===== config.mk =====
export PLATFORM = sky130hd
export DESIGN_NAME = d_reg_pipe
export DESIGN_NICKNAME = d
export VERILOG_FILES = /design/src/rtl/d_reg_pipe.sv
export SDC_FILE = /design/constraint.sdc
export NUM_CORES = 1
export LEC_CHECK = 0
export BUFFER_PORTS_ARGS = -buffer_cell sky130_fd_sc_hd__buf_2
export CAP_MARGIN = 10
export CORE_ASPECT_RATIO = 0.7
export CORE_UTILIZATION = 55
export CTS_BUF_LIST = sky130_fd_sc_hd__clkbuf_2
export DETAILED_ROUTE_END_ITERATION = 10
export HOLD_SLACK_MARGIN = 0.02
export PLACE_DENSITY = 0.79
export SYNTH_ARGS = -nofsm -noshare
export SYNTH_HDL_FRONTEND = slang
export SYNTH_SLANG_ARGS = --single-unit
export TNS_END_PERCENT = 1

===== constraint.sdc =====
create_clock -name clk -period 1.5 [get_ports clk]
set_input_delay 0.15 -clock clk [delete_from_list [all_inputs] [get_ports clk]]
set_output_delay 0.15 -clock clk [all_outputs]
set_load 0.1 [all_outputs]

===== src/rtl/d_reg_pipe.sv =====
// d_reg_pipe: WIDTH-bit, DEPTH-stage enabled delay line with complementary outputs,
// a selectable tap and saturating fill tracking.
//
// Ports:
//   clk     rising-edge clock
//   rst_n   asynchronous active-low reset (all stages <= RESET_VAL, fill <= 0)
//   d       data into stage 0
//   enable  advance the pipeline on this edge
//   clear   synchronous flush of stages and fill; wins over enable
//   sel     tap select, stage index 0..DEPTH-1 (out-of-range selects the last stage)
//   q       last stage
//   qbar    bitwise complement of q, taken from the same register
//   q_tap   stage[sel], combinational mux
//   fill    enabled shifts since reset/clear, saturating at DEPTH
//   full    fill == DEPTH
module d_reg_pipe #(
  parameter int unsigned WIDTH = 8,
  parameter int unsigned DEPTH = 4,
  parameter logic [WIDTH-1:0] RESET_VAL = '0,
  localparam int unsigned SelW = (DEPTH > 1) ? $clog2(DEPTH) : 1,
  localparam int unsigned FillW = $clog2(DEPTH + 1)
) (
  input  logic             clk,
  input  logic             rst_n,
  input  logic [WIDTH-1:0] d,
  input  logic             enable,
  input  logic             clear,
  input  logic [SelW-1:0]  sel,
  output logic [WIDTH-1:0] q,
  output logic [WIDTH-1:0] qbar,
  output logic [WIDTH-1:0] q_tap,
  output logic [FillW-1:0] fill,
  output logic             full
);

  localparam logic [FillW-1:0] FillMax = FillW'(DEPTH);

  logic [WIDTH-1:0] stage_q [DEPTH];
  logic [WIDTH-1:0] stage_d [DEPTH];
  logic [FillW-1:0] fill_q, fill_d;

  // Next state: clear > enable > hold.
  always_comb begin
    stage_d = stage_q;
    fill_d  = fill_q;
    if (clear) begin
      for (int i = 0; i < int'(DEPTH); i++) begin
        stage_d[i] = RESET_VAL;
      end
      fill_d = '0;
    end else if (enable) begin
      stage_d[0] = d;
      for (int i = 1; i < int'(DEPTH); i++) begin
        stage_d[i] = stage_q[i-1];
      end
      if (fill_q != FillMax) begin
        fill_d = fill_q + 1'b1;
      end
    end
  end

  always_ff @(posedge clk or negedge rst_n) begin
    if (!rst_n) begin
      for (int i = 0; i < int'(DEPTH); i++) begin
        stage_q[i] <= RESET_VAL;
      end
      fill_q <= '0;
    end else begin
      for (int i = 0; i < int'(DEPTH); i++) begin
        stage_q[i] <= stage_d[i];
      end
      fill_q <= fill_d;
    end
  end

  // Tap mux defaults to the last stage so sel values >= DEPTH read q.
  always_comb begin
    q_tap = stage_q[DEPTH-1];
    for (int i = 0; i < int'(DEPTH); i++) begin
      if (sel == SelW'(i)) begin
        q_tap = stage_q[i];
      end
    end
  end

  assign q    = stage_q[DEPTH-1];
  assign qbar = ~stage_q[DEPTH-1];
  assign fill = fill_q;
  assign full = (fill_q == FillMax);

endmodule

# Word-level counts from Yosys, hierarchy flattened
# Index checks and enable logic that the tools add are counted.
# op_classes
addsub	1
n_eq_ne	5
muxes	9
n_bitwise	1
n_reduce_logical	4
# ops
operator	count
two-way mux 32 bit	2
two-way mux 8 bit	4
two-way mux 3 bit	3
inverter 8 bit	1
equality test 2 bit, second input constant	2
nonzero test 2 bit	2
adder 3 x 1 -> 3 bit, second input constant	1
equality test 3 bit, second input constant	1
inequality test 3 bit, second input constant	1
equality test 2 x 1 -> 1 bit, second input constant	1
zero test 2 bit	1
AND reduction 2 bit	1
# word_totals
ff_bits	35
inputBits	14
out_inout_bits	28
word_cells	25

# Logic depth before layout (Yosys ltp)
# depth
depth_word	5
depth_mapped	4
depth_no_buf	4

# Worst setup path before layout
# Ideal clock, no wire load.
# synth_timing
path_kind	flip-flop to output port
from	reg fill_q[0] (netlist: fill[0])
to	out full
t_arrival_ns	1.897
required_time_ns	1.350
slack_ns	-0.547
path_stages_with_launch	4
path_buffers	0
path_cell_list	dfrtp_1 inv_1 ha_1 and2_1
# synth_via
elab_chain_cells	1
# synth_lines
item	line	source
from (decl)	40	logic [FillW-1:0] fill_q, fill_d;
from (signal assigned)	72	fill_q <= fill_d;
equality test 3 bit	89	assign full = (fill_q == FillMax);
to (decl)	33	output logic full
# No other way between the ends.

# Worst setup path in the final report
# layout_timing
from	reg stage_q[17] in the netlist's numbering
to	out q_tap[1]
# layout_via
elab_chain_cells	3
# layout_lines
item	line	source
from (decl)	38	logic [WIDTH-1:0] stage_q [DEPTH];
from (signal, indexed assignment)	70	stage_q[i] <= stage_d[i];
two-way mux 8 bit (3 in a row)	80	if (sel == SelW'(i)) begin
to (decl)	31	output logic [WIDTH-1:0] q_tap,
# No other way between the ends.

==> impl_results.md <==
* Sequential share of power at 0.456
* # rows at 16
* Clock Latency Late Sink at 0.40 ns
* Mapped Avg Cell Area at 12.1 sq um
* Initial Util at 0.607
* Crit path DAT at 1.52 ns
* Fin Setup TNS at -1.42 ns
* CTS HTree Levels at 2
* Mux contribution to synthesized area at 0.292
* TritonCTS clock tree: done
* Final setup vio count at 9
* Clock network power share at 0.358
* CTS Buf Count at 5
* Tot Pwr at between 2 and 2.5 mW
* Achievable Freq at about 600 MHz
* Synth Area in Simple Gates at 0.0918
* Critical Path Source Type: flop
* Setup ws final at -0.173 ns
* WL/cell at 15.2 microns
* WP data required at 1.35 ns
* Hold Violations, Final at 0
* Post-Layout Cell Count at 242
* Hold Slack at 0.0333 ns
* Leading area contributor after synthesis: dfrtp_1
* Top cells by area, synth: dfrtp_1, mux2i_1, mux4_2
* Xor and xnor area share after synthesis at 0
* ANT cells at 0
* Max-cap violations at 0
* # port buffers at 41
* Initial antenna violation count at 0
* DP Wirelength at 2250 microns
* R2r setup slk at 0.22 ns
* Main combinational cell family by area after synthesis: multiplexers
* Leakage Power at 1.21 nW
* Vias in the first global route at around 1,300
* Drt drc at 0
* Area share of fa/ha/maj cells after synthesis at 0.0140
* Syn-to-layout area delta at 32.2%
* Die width at 70.1 microns
* Worst hold path class: in2reg
* ANT nets after route at 0
* Synth warnings at 0
* Post-synthesis compound-gate area fraction at 0.0133
* All-Layer GR Usage at 0.238
* Status: finished, violations left
* Die Span Y at 49.7 microns
* Core Box Area at between 2000 and 3000 sq um
* Crit path kind: reg2out
* Logic pwr share at 0.186
* Peak supply drop at between 0.6 and 0.7 mV
* Routed wire length at 3680 microns
* Slew @ Worst Pin at 0.487 ns
* Initial DRC Count at between 70 and 80
* Power per cell area at 930 nW/um^2
* Cells after Synth at approximately 150
* Placed Instances at 212
* Via density at 5.16
* Mapped cell area at 1790 sq um
* RSZ-0062 raised after global routing: true
* Layout cell share with drive strength beyond 1 at 0.413
* Final period utilization at 1.12
* Pin count of the biggest net entering global routing at 23
* First-pass iteration count of the detailed router at 4
* Slew Limit Fails at 0
* GRT overflow at 0
* Clk buf depth at 2
* Rel. slew slack at 0.678
* Nets at 221
* Via count at 1,248
* Clock transition at the registers of the reported paths at between 0.15 and 0.2 ns
* Sw frac at 0.282
* Cell area after layout at 2360 sq um
* Endpoint class of the critical path: primary output
* Int Power at 1.58 mW
* Root buffer cell: clkbuf_2
* Placed Area at 1960 sq um
* FF+latch count, synth at 35
* Gp weighted congestion at 0.775
* Largest fanout on the critical path at 3
* Synth Net Count at roughly 160
* Post-synth top area share at 0.491
* I/O pin count at 42
* Clock Sinks at 35
* Die area at around 3500 sq um
* Yosys cell types at 19
* Min cycle time layout at 1.67 ns
* Failing checks: setup timing
* Sequential area share after synthesis at 0.491
* Final core utilization at 0.802
* Clk_skew at 0.0241 ns
* Commonest cells after routing, fill and taps aside: mux2i_1, nor2_1, dfrtp_1, buf_4, buf_2
* Global-route wire length before repair at 6210 microns
* Setup WS pre-CTS at 0.0604 ns
* Net Sw Power at 0.620 mW
## Yosys cell counts
library cell and count:
nand2b_1 2, inv_1 10, and4b_1 1, buf_6 5, mux2_2 1, ha_1 2
clkbuf_2 1, a21oi_1 1, nor2_1 33, dfrtp_1 35, and2_1 1, nor2b_1 1
mux2i_1 33, mux4_2 8, a21boi_4 1, nor3_1 1, buf_4 8, clkbuf_1 3
buf_2 1
## worst paths after layout
path	from	to	depth (start not counted)
max	stage_q[17]	q_tap[1]	2
min	d[2]	stage_q[26]	3
max reg2reg	fill[1]	fill[0]	4
min reg2reg	stage_q[14]	stage_q[14]	2
max in group asynchronous	rst_n	stage_q[14]	3
min in group asynchronous	rst_n	stage_q[27]	2
## logic make-up (layout without fill, tap and decap cells)
family | after synthesis | count (layout)
and+or+nand+nor | 39 | 39
buffers and inverters | 28 | 86
adders and majority gates | 2 | 2
AOI/OAI and AO/OA | 2 | 2
DFF | 35 | 35
muxes | 42 | 42
## sequential cells by signal (all words and copies together), names as in the netlist
register	flops
stage_q	24
q	8
fill	3
## what timing repair did
action,in CTS,in global routing
endpoints found under the hold margin,42,0
endpoints found under the setup margin,9,20
buffers inserted,13,1
gates resized for setup,27,14
hold buffers,8,0
## worst max-delay path: stages (launching register included)
cell	delay, ns
dfrtp_1	0.45
mux4_2	0.48
buf_6	0.20
## metal layers
metal | vias up | GRT usage | part of all wire
met2 | 33 | 0.418 | 0.51
met4 | 0 | 0.0833 | 0.0041
met1 | 613 | 0.289 | 0.44
met5 | - | 0 | 0
met3 | 2 | 0.0552 | 0.041
li1 | 600 | - | -
## power by group through the flow
stage	clock network [mW]	registers (mW)	logic [mW]
finish	0.785	1.00	0.408
global route	0.846	1.01	0.434
CTS	0.791	1.00	0.402
detailed placement	0	1.02	0.343
global placement	0	1.02	0.337
floorplan	0	1.05	0.241
## cell type report
cell class,instances,area (sq um)
fillers,176,583
well taps,36,45.0
flip-flops and latches,35,885
clock buffers,5,25.0
multi-input cells,85,749
repair buffers,68,551
inverters,10,37.5
clock inverters,3,67.6
Power figures use the tool's default switching activity.
